$ cat config.mk
export PLATFORM = sky130hd
export DESIGN_NAME = pet_crtc_timing
export DESIGN_NICKNAME = d
export VERILOG_FILES = /design/src/rtl/pet_crtc_timing.sv
export SDC_FILE = /design/constraint.sdc
export NUM_CORES = 1
export LEC_CHECK = 0
export ABC_AREA = 0
export CORE_UTILIZATION = 30
export CTS_BUF_LIST = sky130_fd_sc_hd__clkbuf_8
export DETAILED_ROUTE_END_ITERATION = 10
export MAX_ROUTING_LAYER = met4
export PLACE_DENSITY = 0.52
export REMOVE_ABC_BUFFERS = 1
export SETUP_SLACK_MARGIN = 0.15
export SYNTH_ARGS = -nofsm -noshare
export SYNTH_HDL_FRONTEND = slang
export SYNTH_SLANG_ARGS = --single-unit
$ cat constraint.sdc
create_clock -name clk -period 6.05 [get_ports clk]
set_clock_uncertainty 0.1 [all_clocks]
set_input_delay 1.21 -clock clk [delete_from_list [all_inputs] [get_ports clk]]
set_output_delay 1.21 -clock clk [all_outputs]
set_load 0.005 [all_outputs]
$ cat src/rtl/pet_crtc_timing.sv
// CRTC-style video timing generator: hsync/vsync/de plus character memory
// address (ma) and scanline (ra), advancing once per character clock enable.
module pet_crtc_timing #(
  parameter int MA_W = 14,
  parameter int HC_W = 8,
  parameter int VR_W = 7
) (
  input  logic            clk,
  input  logic            reset_n,
  input  logic            ce,
  input  logic [HC_W-1:0] h_total,
  input  logic [HC_W-1:0] h_disp,
  input  logic [HC_W-1:0] h_sync_pos,
  input  logic [3:0]      h_sync_w,
  input  logic [VR_W-1:0] v_total,
  input  logic [VR_W-1:0] v_disp,
  input  logic [VR_W-1:0] v_sync_pos,
  input  logic [3:0]      v_sync_w,
  input  logic [3:0]      max_ra,
  input  logic [MA_W-1:0] start_addr,
  output logic            hsync,
  output logic            vsync,
  output logic            de,
  output logic [MA_W-1:0] ma,
  output logic [3:0]      ra,
  output logic            frame_start
);

  // Raster counters
  logic [HC_W-1:0] hc;
  logic [3:0]      sl;
  logic [VR_W-1:0] row;
  logic [MA_W-1:0] ma_row;

  // Sync width counters: *_cnt holds the remaining units after the current
  // one, *_act marks a pulse in progress.
  logic [3:0]      hs_cnt;
  logic [3:0]      vs_cnt;
  logic            hs_act;
  logic            vs_act;

  // Configuration shadows, only refreshed at the frame boundary
  logic [HC_W-1:0] sh_h_total;
  logic [HC_W-1:0] sh_h_disp;
  logic [HC_W-1:0] sh_h_sync_pos;
  logic [3:0]      sh_h_sync_w;
  logic [VR_W-1:0] sh_v_total;
  logic [VR_W-1:0] sh_v_disp;
  logic [VR_W-1:0] sh_v_sync_pos;
  logic [3:0]      sh_v_sync_w;
  logic [3:0]      sh_max_ra;
  logic [MA_W-1:0] sh_start_addr;

  logic            line_end;
  logic            row_end;
  logic            frame_end;
  logic            hs_start;
  logic            vs_start;
  logic            hs_on;
  logic            vs_on;
  logic [3:0]      hs_base;
  logic [3:0]      vs_base;
  logic            de_next;
  logic [MA_W-1:0] ma_next;

  assign line_end  = (hc == sh_h_total);
  assign row_end   = line_end && (sl == sh_max_ra);
  assign frame_end = row_end && (row == sh_v_total);

  // A width of 0 wraps to 15 remaining units, i.e. a 16-unit pulse.
  assign hs_start = (hc == sh_h_sync_pos);
  assign vs_start = (hc == '0) && (sl == 4'd0) && (row == sh_v_sync_pos);
  assign hs_on    = hs_start || hs_act;
  assign vs_on    = vs_start || vs_act;
  assign hs_base  = hs_start ? (sh_h_sync_w - 4'd1) : hs_cnt;
  assign vs_base  = vs_start ? (sh_v_sync_w - 4'd1) : vs_cnt;

  assign de_next = (hc < sh_h_disp) && (row < sh_v_disp);
  assign ma_next = ma_row + MA_W'(hc);

  // NOTE: reset is synchronous and overrides ce; every state element and
  // output uses non-blocking assignment so the outputs see the counters'
  // pre-increment values of the same ce.
  always_ff @(posedge clk) begin
    if (!reset_n) begin
      hc            <= '0;
      sl            <= 4'd0;
      row           <= '0;
      ma_row        <= start_addr;
      hs_cnt        <= 4'd0;
      vs_cnt        <= 4'd0;
      hs_act        <= 1'b0;
      vs_act        <= 1'b0;
      sh_h_total    <= h_total;
      sh_h_disp     <= h_disp;
      sh_h_sync_pos <= h_sync_pos;
      sh_h_sync_w   <= h_sync_w;
      sh_v_total    <= v_total;
      sh_v_disp     <= v_disp;
      sh_v_sync_pos <= v_sync_pos;
      sh_v_sync_w   <= v_sync_w;
      sh_max_ra     <= max_ra;
      sh_start_addr <= start_addr;
      hsync         <= 1'b0;
      vsync         <= 1'b0;
      de            <= 1'b0;
      ma            <= '0;
      ra            <= 4'd0;
      frame_start   <= 1'b0;
    end else if (ce) begin
      // Registered outputs from the current (pre-increment) counter state
      hsync       <= hs_on;
      vsync       <= vs_on;
      de          <= de_next;
      ma          <= ma_next;
      ra          <= sl;
      frame_start <= (hc == '0) && (sl == 4'd0) && (row == '0);

      // Horizontal
      if (line_end) hc <= '0;
      else          hc <= hc + 1'b1;

      // Vertical
      if (line_end) begin
        if (row_end) begin
          sl <= 4'd0;
          if (frame_end) begin
            row    <= '0;
            ma_row <= sh_start_addr;
          end else begin
            row    <= row + 1'b1;
            ma_row <= ma_row + MA_W'(sh_h_disp);
          end
        end else begin
          sl <= sl + 4'd1;
        end
      end

      // hsync counts characters; a fresh start reloads the width
      if (hs_on) begin
        if (hs_base == 4'd0) begin
          hs_act <= 1'b0;
        end else begin
          hs_act <= 1'b1;
          hs_cnt <= hs_base - 4'd1;
        end
      end

      // vsync counts scanlines, stepping only at line_end
      if (vs_on) begin
        if (!line_end) begin
          vs_act <= 1'b1;
          vs_cnt <= vs_base;
        end else if (vs_base == 4'd0) begin
          vs_act <= 1'b0;
        end else begin
          vs_act <= 1'b1;
          vs_cnt <= vs_base - 4'd1;
        end
      end

      if (frame_end) begin
        sh_h_total    <= h_total;
        sh_h_disp     <= h_disp;
        sh_h_sync_pos <= h_sync_pos;
        sh_h_sync_w   <= h_sync_w;
        sh_v_total    <= v_total;
        sh_v_disp     <= v_disp;
        sh_v_sync_pos <= v_sync_pos;
        sh_v_sync_w   <= v_sync_w;
        sh_max_ra     <= max_ra;
        sh_start_addr <= start_addr;
      end
    end
  end

endmodule

; After elaboration in Yosys (flattened, before gate mapping)
; Index checks and enable logic that the tools add are counted.
[op_classes]
addsub = 9
n_lt_le_gt_ge = 2
eq_ne = 10
muxes = 45
bitwise_logic = 1
reduce_logical = 21
[op_table]
columns = cell, count
row1 = 14-bit two-way mux, 8
row2 = 8-bit two-way mux, 10
row3 = 7-bit two-way mux, 10
row4 = 4-bit two-way mux, 14
row5 = 14-bit by 8-bit adder with 14-bit output, 2
row6 = 8-bit == test, 2
row7 = "4-bit by 1-bit subtractor with 4-bit output, second input constant", 4
row8 = 7-bit == test, 2
row9 = 4-bit logical NOT, 3
row10 = 3-bit AND reduction, 4
row11 = "8-bit by 1-bit adder with 8-bit output, second input constant", 1
row12 = 8-bit logical NOT, 1
row13 = 8-bit < comparator, 1
row14 = "2-bit by 1-bit inequality test with 1-bit output, second input constant", 4
row15 = 2-bit AND reduction, 4
row16 = "7-bit by 1-bit adder with 7-bit output, second input constant", 1
row17 = 7-bit logical NOT, 1
row18 = 7-bit < comparator, 1
row19 = 1-bit logical AND, 6
row20 = "4-bit by 1-bit adder with 4-bit output, second input constant", 1
row21 = 4-bit == test, 1
row22 = 1-bit two-way mux, 3
row23 = 1-bit logical OR, 2
row24 = "2-bit inequality test, second input constant", 1
row25 = 1-bit NOT, 1
[word_totals]
ff_bits = 136

; Longest topological paths before layout
; Gate-level depths: netlist of the first run.
[logic_depth]
depth_word = 8
mapped_depth = 12
mapped_depth_nobuf = 10

; Least setup slack after synthesis of the first run
; OpenSTA, ideal clock, no wires.
[synth_path]
kind = input port to flip-flop
from = in ce
to = reg sh_h_disp[0], enable pin
setup_ns = 0.517
arrival_ns = 5.061
required_time_ns = 5.433
setup_slack_ns = 0.372
cell_stages = 3
path_cell_list = clkbuf_1 nand4_1 o21ai_1
[synth_via]
elab_chain_len = 2
[synth_rtl]
columns = item, line
row1 = "start, declared", 10  ; input logic ce,
row2 = 2-bit by 1-bit inequality test with 1-bit output (no source line), -
row3 = 2-bit AND reduction (no source line), -
row4 = "end signal, assigned", 95  ; sh_h_disp <= h_disp;
row5 = "end signal, assigned", 164  ; sh_h_disp <= h_disp;
row6 = "end, declared", 44  ; logic [HC_W-1:0] sh_h_disp;
; No other way between the ends.
; A chain may end at the register's enable or synchronous reset.

; Worst setup path in the final report of the first run
[layout_path]
from = reg hc[2]
to = reg vs_cnt[2]
[layout_via]
elab_chain_len = 7
word_cells_on_any_way = 12
[layout_rtl]
columns = item, line
row1 = "start, declared", 30  ; logic [HC_W-1:0] hc;
row2 = "start signal, assigned", 121  ; else hc <= hc + 1'b1;
row3 = 8-bit logical NOT, 72  ; assign vs_start = (hc == '0) && (sl == 4'd0) && (row == sh_v_sync_pos);
row4 = 1-bit logical AND (2 in series), 72
row5 = 4-bit two-way mux, 76  ; assign vs_base = vs_start ? (sh_v_sync_w - 4'd1) : vs_cnt;
row6 = 4-bit by 1-bit subtractor with 4-bit output or 4-bit logical NOT (tied branches), "158, 154"
row7 = 4-bit two-way mux or 2-bit inequality test (tied branches), -
row8 = 4-bit two-way mux or 3-bit AND reduction (tied branches), -
row9 = "end signal, assigned", 153  ; vs_cnt <= vs_base;
row10 = "end signal, assigned", 158  ; vs_cnt <= vs_base - 4'd1;
row11 = "end, declared", 38  ; logic [3:0] vs_cnt;
; Parallel ways exist; a longest one is shown, timed or not. The select of a mux whose other input is x is not followed.

==> results.json, run 1 <==
{
  "status": "finished, final reports clean",
  "num_rows": 55,
  "cts_buffer_depth": 2,
  "yosysSeqAreaShare": 0.511,
  "whs_path_depth": 2,
  "cts.repair.resized": 0,
  "hold_start": "hsync",
  "cp_max_fo": 12,
  "clock_sinks": 136,
  "end_kind": "register",
  "initial_utilization": 0.307,
  "synth-edff-count": 85,
  "cp.required_ps": 6300,
  "rsz0062_at_grt": "false",
  "worstMarginPinSlew_ps": 1310,
  "drt-total-wl_um": 16900,
  "syn_area_um2": 7000,
  "dieHeight_um": 155,
  "fin_total_pwr_mw": 2.21,
  "grt.total_usage": 0.149,
  "root_buffer": "clkbuf_8",
  "busiest_layer": "met2",
  "syn_to_final_growth_pct": 23.8,
  "worstSetupPathType": "register to register",
  "worst-path-stages": 8,
  "wl_per_cell_um": 15.9,
  "fmax_ghz": 0.248,
  "min_to": "hsync",
  "slew-limit-headroom": 0.120,
  "critPathTopFamily": "simple AND/OR/NAND/NOR gates",
  "synth_seq_cells": 136,
  "grt_max_degree": 51,
  "hp-class": "register to register",
  "reg2reg_slack_ps": 2010,
  "gr-total-overflow": 0,
  "grt_use_met1": 0.184,
  "p_leak_nw": 3.26,
  "h-tree-depth": 4,
  "cts_buffers": 17,
  "vias": 5194,
  "ir_drop_mv": 0.149,
  "routed_via_density": 4.88,
  "antenna_found_initial": 0,
  "drc_errors": 0,
  "synth_cell_types": 68,
  "clkTransAtPathRegs_ps": 80,
  "rr_startpoint": "hc[2]",
  "avgSynthCellArea_um2": 10.8,
  "drt_first_pass_iters": 4,
  "r2r_end": "vs_cnt[2]",
  "dp_hpwl_um": 12100,
  "finalWeightedCongestion": 0.828,
  "fill_cells": 2233,
  "final_nets": 855,
  "timing.final.crit_share": 0.667,
  "cts-hold-fix-buffers": 0,
  "met2_usage": 0.244,
  "finalHoldViolations": 0,
  "grt_pass1_wl_um": 26800,
  "timing.critical_path.buf_inv": 0,
  "die_w_um": 155,
  "cts_tree": "yes",
  "p_per_area_nw_per_um2": 255,
  "first_iter_violations": 331,
  "cts_setup_buffers": 0,
  "crit_slowest_cell": "nor3_1",
  "path_cells": "nor4_1, nand4_1, nor3_1, mux2i_1, ha_1, a311oi_1, o221ai_1, a32o_1",
  "port_buffers": 95,
  "ys_async_sr_fraction": 0,
  "utilization": 0.380,
  "rr_worst_depth": 8,
  "ioPinCount": 96,
  "drive_above_1_share": 0.0572,
  "num_antenna_cells": 0,
  "fin_crit_ps": 4040,
  "use_met3": 0.0325,
  "maxSlewViolCount": 0,
  "tns_ps": 0,
  "synthCells": 647,
  "max_stage_delay_ps": 1080,
  "critPathLaunchType": "register",
  "coreArea_um2": 22800,
  "clkLatencyLatePin_ps": 460,
  "grt_pass1_vias": 5159,
  "cp.arrival_ps": 4280,
  "cap_violations": 0,
  "drtAntennaViolNets": 0,
  "whs_ps": 376,
  "ys_warn_count": 0,
  "setup_viol": 0,
  "die_area_um2": 23900,
  "synth_ff_type": "edfxtp_1"
}
worst register-to-register path, delay by kind of cell, from the launching register on:
kind,cells,cell delay (ps)
and+or+nand+nor,3,1670
AOI/OAI and AO/OA,3,1070
DFF,1,440
muxes,1,340
adders and majority gates,1,310
final cells by class:
type / count / area (µm²) / area share
clock buffers: 17 / 234 / 0.0270
repair buffers: 100 / 983 / 0.114
clock inverters: 15 / 170 / 0.0196
multi-input cells: 453 / 3200 / 0.369
inverters: 31 / 116 / 0.0134
flip-flops and latches: 136 / 3570 / 0.412
well taps: 313 / 392 / 0.0452
logic make-up after synthesis:
kind of cell,share of synthesized area
buf+inv,0.0343
mux,0.0186
flops,0.511
compound gates,0.129
fa+ha+maj,0.0772
simple gates,0.147
xor+xnor,0.0839
worst max-delay path by stage:
| stage | start | end |
|---|---|---|
| after floorplan | ce | sh_h_disp[0] |
| after global placement | ce | sh_h_total[4] |
| after detailed placement | ce | sh_h_total[6] |
| after CTS | hc[2] | vs_cnt[2] |
| after global routing | hc[3] | vs_cnt[2] |
| final | hc[2] | vs_cnt[2] |
state kept, by name, indices dropped and copies added (netlist names):
signal / count
frame_start: 1
vs_act: 1
sl: 4
hs_act: 1
sh_v_total: 7
ra: 4
sh_h_disp: 8
sh_v_disp: 7
sh_h_sync_w: 4
ma_row: 14
sh_h_total: 8
vs_cnt: 4
vsync: 1
hc: 8
sh_max_ra: 4
de: 1
sh_start_addr: 14
sh_h_sync_pos: 8
row: 7
hs_cnt: 4
ma: 14
hsync: 1
sh_v_sync_w: 4
sh_v_sync_pos: 7
placed cells by master (no fill, tap or decap), drive strengths merged, types with 4 or more instances in the layout:
cell,instances
a21oi,27
inv,34
ha,40
mux2i,13
o31ai,4
nand2b,4
or3,8
edfxtp,85
or2,4
clkinv,6
and3,7
nor4,6
nand4,13
xnor2,43
and2,5
a21o,11
bufinv,4
nand2,45
clkbuf,17
dfxtp,51
a211oi,8
and4,5
xor2,24
buf,6
clkdlybuf4s50,94
nand3,29
o21a,7
nor3,16
a31oi,14
o21ai,23
nor2,46
power by group:
| part | internal, mW | total [mW] | switching [mW] | leakage [nW] |
|---|---|---|---|---|
| logic | 0.163 | 0.321 | 0.158 | 1.80 |
| clock network | 0.436 | 0.790 | 0.354 | 0.214 |
| registers | 1.06 | 1.10 | 0.0440 | 1.25 |
| total | 1.65 | 2.21 | 0.556 | 3.26 |
metal layers:
layer  part of all wire  vias to the layer above
li1                   -                     2559
met3              0.036                       18
met5                  0                        -
met4              0.015                        0
met1               0.46                     2515
met2               0.49                      102
synth_stat cells, drive strengths merged (16+ instances only):
| library cell | instances | area share |
|---|---|---|
| o21ai | 23 | 0.016 |
| nor2 | 46 | 0.025 |
| ha | 40 | 0.072 |
| edfxtp | 85 | 0.36 |
| xor2 | 24 | 0.030 |
| a21oi | 27 | 0.019 |
| clkbuf | 20 | 0.011 |
| nand3 | 29 | 0.021 |
| nand2 | 45 | 0.024 |
| nor3 | 16 | 0.012 |
| dfxtp | 51 | 0.15 |
| xnor2 | 43 | 0.054 |
| inv | 29 | 0.016 |
per-stage QoR:
step / std cells / instance area [µm²] / worst slack, ps
floorplan: 620 / 6870 / 605
global route: 1065 / 8660 / 1740
global placement: 1033 / 8260 / 2110
CTS: 1065 / 8660 / 2080
finish: 1065 / 8660 / 2010
detailed placement: 1033 / 8260 / 2040
Power figures use the tool's default switching activity.
==> inputs of run 2 (changes only) <==
--- a/config.mk
+++ b/config.mk
@@ -10,7 +10,7 @@
 export CTS_BUF_LIST = sky130_fd_sc_hd__clkbuf_8
 export DETAILED_ROUTE_END_ITERATION = 10
 export MAX_ROUTING_LAYER = met4
-export PLACE_DENSITY = 0.52
+export PLACE_DENSITY = 0.54
 export REMOVE_ABC_BUFFERS = 1
 export SETUP_SLACK_MARGIN = 0.15
 export SYNTH_ARGS = -nofsm -noshare
==> constraint.sdc (replaced) <==
create_clock -name clk -period 3.4 [get_ports clk]
set_clock_uncertainty 0.1 [all_clocks]
set_input_delay 0.68 -clock clk [delete_from_list [all_inputs] [get_ports clk]]
set_output_delay 0.68 -clock clk [all_outputs]
set_load 0.005 [all_outputs]
==> run 2 against run 1 <==
Via count fell by 2.0%. Register-to-register slack got worse by 1700 ps. Non-clock buffer count rose by 20. Critical path depth rose by 2. Die area did not move. Setup slack got worse by 1700 ps. Largest power group unchanged. Highest routed layer unchanged.
==> results.json, run 2 (synthesis results as in run 1) <==
{
  "status": "finished, final reports clean",
  "hp-class": "register to register",
  "maxSlewViolCount": 0,
  "finalHoldViolations": 0,
  "comb_power_share": 0.146,
  "p_leak_nw": 3.37,
  "grt.total_usage": 0.151,
  "drive_above_1_share": 0.0984,
  "finalWeightedCongestion": 0.825,
  "top_layer": "met4",
  "end_kind": "register",
  "fin_area_um2": 8880,
  "intPower_mw": 2.98,
  "num_rows": 55,
  "clkLatencyLatePin_ps": 450,
  "clkTransAtPathRegs_ps": 80,
  "root_buffer": "clkbuf_8",
  "p_per_area_nw_per_um2": 452,
  "cp_max_fo": 12,
  "grt_pass1_vias": 5060,
  "final_nets": 875,
  "rsz0062_at_grt": "true",
  "final_cell_mix": "clkdlybuf4s50_1, edfxtp_1, dfxtp_1",
  "ir_drop_mv": 0.208,
  "die_w_um": 155,
  "drtAntennaViolNets": 0,
  "reg2reg_slack_ps": 290,
  "drt_first_pass_iters": 6,
  "die_area_um2": 23900,
  "grt_pass1_wl_um": 27100,
  "vias": 5092,
  "cp.arrival_ps": 3340,
  "critPathLaunchType": "register",
  "cp.required_ps": 3630,
  "cts_buffers": 17,
  "gr-total-overflow": 0,
  "final_common_cell": "clkdlybuf4s50_1",
  "drt-total-wl_um": 16800,
  "grt_max_degree": 51,
  "initial_utilization": 0.307,
  "first_iter_violations": 269,
  "setup_viol": 0,
  "fmax_ghz": 0.321,
  "p_sw_mw": 1.04,
  "wl_per_cell_um": 15.5,
  "cts_tree": "yes",
  "ioPinCount": 96,
  "routed_via_density": 4.69,
  "cts_buffer_depth": 2,
  "slew-limit-headroom": 0.484,
  "met3WireLength_um": 492,
  "pwr-share-seq": 0.486,
  "fill_cells": 2267,
  "clock_sinks": 136,
  "dieHeight_um": 155,
  "power_frac_clock": 0.368,
  "coreArea_um2": 22800,
  "utilization": 0.390,
  "switching_share": 0.258,
  "antenna_found_initial": 0,
  "reg_top3": "ma (14), ma_row (14), sh_start_addr (14)",
  "cap_violations": 0,
  "num_antenna_cells": 0,
  "port_buffers": 95,
  "worstSetupPathType": "register to register",
  "dr_wl_met2_um": 7860,
  "h-tree-depth": 4,
  "fin_crit_ps": 3110,
  "timing.final.crit_share": 0.915,
  "syn_to_final_growth_pct": 26.9,
  "drc_errors": 0,
  "worstMarginPinSlew_ps": 768,
  "dp_hpwl_um": 12300,
  "dpl-instance-area_um2": 8420,
  "wl_met1_um": 8280
}
run 2: cell types whose count changed in the layout (fill, tap and decap cells not counted), moves of 2 or more:
cell      before  now
clkinv_4       0    3
inv_1         34   30
inv_6          0    2
buf_4          5   24
clkinv_1       5    2
mux2i_2        0    2
mux2i_1       13   11
run 2: layer usage:
| layer | vias up | GRT usage |
|---|---|---|
| li1 | 2598 | - |
| met1 | 2385 | 0.198 |
| met2 | 94 | 0.236 |
| met3 | 15 | 0.0297 |
| met4 | 0 | 0.0424 |
| met5 | - | - |
run 2: worst max-delay path, stage by stage (launching register included):
cell and delay (ps):
dfxtp_1 440, nor4_2 300, nand4_1 190, nor3_2 240
buf_4 220, mux2i_2 310, ha_1 240, nand2_1 60
o311a_1 380, or2_1 280, o221a_1 250
run 2: layout make-up:
| class | count | area (µm²) | share of cell area |
|---|---|---|---|
| well taps | 313 | 392 | 0.0441 |
| inverters | 31 | 116 | 0.0131 |
| clock inverters | 15 | 200 | 0.0225 |
| multi-input cells | 453 | 3220 | 0.362 |
| clock buffers | 17 | 234 | 0.0264 |
| repair buffers | 120 | 1150 | 0.129 |
| flip-flops and latches | 136 | 3570 | 0.403 |
run 2: power by group through the flow:
stage | Sequential [mW] | Combinational (mW) | Clock, mW
final | 1.95 | 0.586 | 1.48
after global routing | 1.96 | 0.655 | 1.59
after CTS | 1.95 | 0.588 | 1.53
after detailed placement | 1.99 | 0.584 | 0
after global placement | 1.99 | 0.580 | 0
after floorplan | 1.97 | 0.342 | 0
run 2: final timing paths:
kind / from / end / cells past startpoint
min: hsync / hsync / 2
max: hc[6] / vs_cnt[1] / 10
max reg2reg: hc[6] / vs_cnt[1] / 10
min reg2reg: hsync / hsync / 2
run 2: what timing repair did:
item                                    in CTS  in global routing
endpoints found under the setup margin       1                  5
pin swaps                                    0                  1
hold buffers                                 0                  0
resized for setup                            1                  5
setup buffers                                0                  1
run 2: per-stage QoR:
step           hold WS (ps)  instances  setup WS, ps  setup TNS, ps  power, mW
2_1_floorplan           355        620         -1930        -145800       2.31
3_3_place_gp            359       1052           248              0       2.57
3_5_place_dp            361       1052           161              0       2.58
4_1_cts                 377       1084           199              0       4.07
5_1_grt                 390       1085           127              0       4.21
6_report                372       1085           289              0       4.01
==> inputs of run 3 (changes only) <==
--- a/config.mk
+++ b/config.mk
@@ -10,7 +10,7 @@
 export CTS_BUF_LIST = sky130_fd_sc_hd__clkbuf_8
 export DETAILED_ROUTE_END_ITERATION = 10
 export MAX_ROUTING_LAYER = met4
-export PLACE_DENSITY = 0.54
+export PLACE_DENSITY = 0.52
 export REMOVE_ABC_BUFFERS = 1
 export SETUP_SLACK_MARGIN = 0.15
 export SYNTH_ARGS = -nofsm -noshare
==> constraint.sdc (replaced) <==
create_clock -name clk -period 3.8 [get_ports clk]
set_clock_uncertainty 0.1 [all_clocks]
set_input_delay 0.76 -clock clk [delete_from_list [all_inputs] [get_ports clk]]
set_output_delay 0.76 -clock clk [all_outputs]
set_load 0.005 [all_outputs]
==> run 3 against run 2 <==
First-iteration DRC count rose by 34%. Hold slack better by 28 ps. Final area decreased by 2.2%. Die area is the same. Sequential power down 10%. Count of clock-buffer cells in the layout unchanged. Non-clock buffer count is 15 lower. Power decreased by 14%. Wire length rose by 1.5%. Setup slack gained 250 ps. Register-to-register slack gained 250 ps. Critical path type unchanged. Highest routed layer unchanged.
==> results.json, run 3 (synthesis results as in run 1) <==
{
  "status": "finished, final reports clean",
  "drive_above_1_share": 0.0713,
  "cts_setup_buffers": 0,
  "tns_ps": 0,
  "end_kind": "register",
  "syn_to_final_growth_pct": 24.1,
  "comb_power_share": 0.150,
  "cts_buffer_depth": 2,
  "place_inst": 1038,
  "h-tree-depth": 4,
  "rr_startpoint": "hc[2]",
  "num_antenna_cells": 0,
  "final_cell_mix": "clkdlybuf4s50_1, edfxtp_1, dfxtp_1",
  "clkLatencyLatePin_ps": 460,
  "grt.total_usage": 0.153,
  "vias": 5179,
  "root_buffer": "clkbuf_8",
  "initial_utilization": 0.307,
  "worstSetupPathType": "register to register",
  "cp_max_fo": 8,
  "register_area_um2": 3570,
  "pwr-share-seq": 0.505,
  "hold_start": "vs_cnt[3]",
  "fin_total_pwr_mw": 3.46,
  "antenna_found_initial": 0,
  "drt_first_pass_iters": 4,
  "drtAntennaViolNets": 0,
  "timing.final.crit_share": 0.858,
  "slew-limit-headroom": 0.512,
  "num_rows": 55,
  "worstSetupStartpoint": "hc[2]",
  "fin_crit_ps": 3260,
  "setup_viol": 0,
  "routed_via_density": 4.84,
  "path_cells": "nor4_1, nand4_1, nor3_1, mux2i_1, ha_1, nand2_1, o311a_1, or2_1, o221a_1",
  "grt_pass1_wl_um": 27200,
  "critPathLaunchType": "register",
  "first_iter_violations": 360,
  "clkTransAtPathRegs_ps": 80,
  "switching_share": 0.271,
  "grt_pass1_vias": 5190,
  "port_buffers": 95,
  "p_sw_mw": 0.937,
  "grt_max_degree": 47,
  "fmax_ghz": 0.307,
  "maxSlewViolCount": 0,
  "worstMarginPinSlew_ps": 732,
  "intPower_mw": 2.53,
  "reg_top3": "ma (14), ma_row (14), sh_start_addr (14)",
  "die_w_um": 155,
  "cts_buffers": 17,
  "p_leak_nw": 3.27,
  "ir_drop_mv": 0.222,
  "wl_per_cell_um": 15.9,
  "final_common_cell": "clkdlybuf4s50_1",
  "p_per_area_nw_per_um2": 399,
  "ioPinCount": 96,
  "dieHeight_um": 155,
  "cap_violations": 0,
  "drc_errors": 0,
  "rsz0062_at_grt": "false",
  "finalHoldViolations": 0,
  "clock_sinks": 136,
  "fill_cells": 2253,
  "cp.arrival_ps": 3500,
  "coreArea_um2": 22800,
  "multi_input_area_um2": 3200,
  "cts.repair.resized": 0,
  "die_area_um2": 23900,
  "power_frac_clock": 0.345,
  "max_stage_delay_ps": 470,
  "crit_slowest_cell": "nor3_1",
  "gr-total-overflow": 0,
  "dp_hpwl_um": 12600,
  "cts-hold-fix-buffers": 0,
  "whs_ps": 401,
  "finalWeightedCongestion": 0.837,
  "cp.required_ps": 4030,
  "drt-total-wl_um": 17000,
  "hp-class": "register to register",
  "final_nets": 860,
  "cts_tree": "yes",
  "layout.cells.non_filler": 1070
}
-- run 3: changes by cell type in the layout (fill, tap and decap cells not counted), moves of 2 or more --
cell / delta
clkinvlp_4: -2
bufinv_16: -2
mux2i_2: -2
inv_6: +2
buf_4: -14
mux2i_1: +2
-- run 3: metal layers --
metal,global-route usage,wire length (µm)
met4,0.0537,210
met3,0.0291,662
met1,0.190,7970
met5,-,0
met2,0.249,8210
-- run 3: power groups by stage --
| stage | clock, mW | sequential [mW] | combinational, mW |
|---|---|---|---|
| after CTS | 1.23 | 1.75 | 0.522 |
| after detailed placement | 0 | 1.79 | 0.519 |
| after floorplan | 0 | 1.76 | 0.306 |
| after global routing | 1.29 | 1.76 | 0.577 |
| after global placement | 0 | 1.78 | 0.512 |
| final | 1.19 | 1.75 | 0.518 |
-- run 3: metrics by stage --
step / instance area, µm² / util / worst slack, ps
3_5_place_dp: 8300 / 0.364 / 589
4_1_cts: 8680 / 0.381 / 572
6_report: 8680 / 0.381 / 539
5_1_grt: 8680 / 0.381 / 279
3_3_place_gp: 8300 / 0.364 / 706
2_1_floorplan: 6870 / - / -1530
-- run 3: final cells by class --
cell class                 count  share of cell area
timing repair buffer         105               0.118
inverter                      31              0.0134
multi-input combinational    453               0.368
clock buffer                  17              0.0269
sequential                   136               0.412
clock inverter                15              0.0174
tap                          313              0.0451
-- run 3: final timing paths --
path / end / cells past startpoint / slack, ps
hold / removal: vs_cnt[3] / 2 / 400
setup reg to reg: vs_cnt[1] / 9 / 540
hold reg to reg: vs_cnt[3] / 2 / 400
setup / recovery: vs_cnt[1] / 9 / 540
-- run 3: worst max-delay path, delay by kind of cell, from the launching register on --
family,cells,cell delay [ps]
simple gates,5,1350
flops,1,410
fa+ha+maj,1,260
compound gates,2,630
mux,1,390
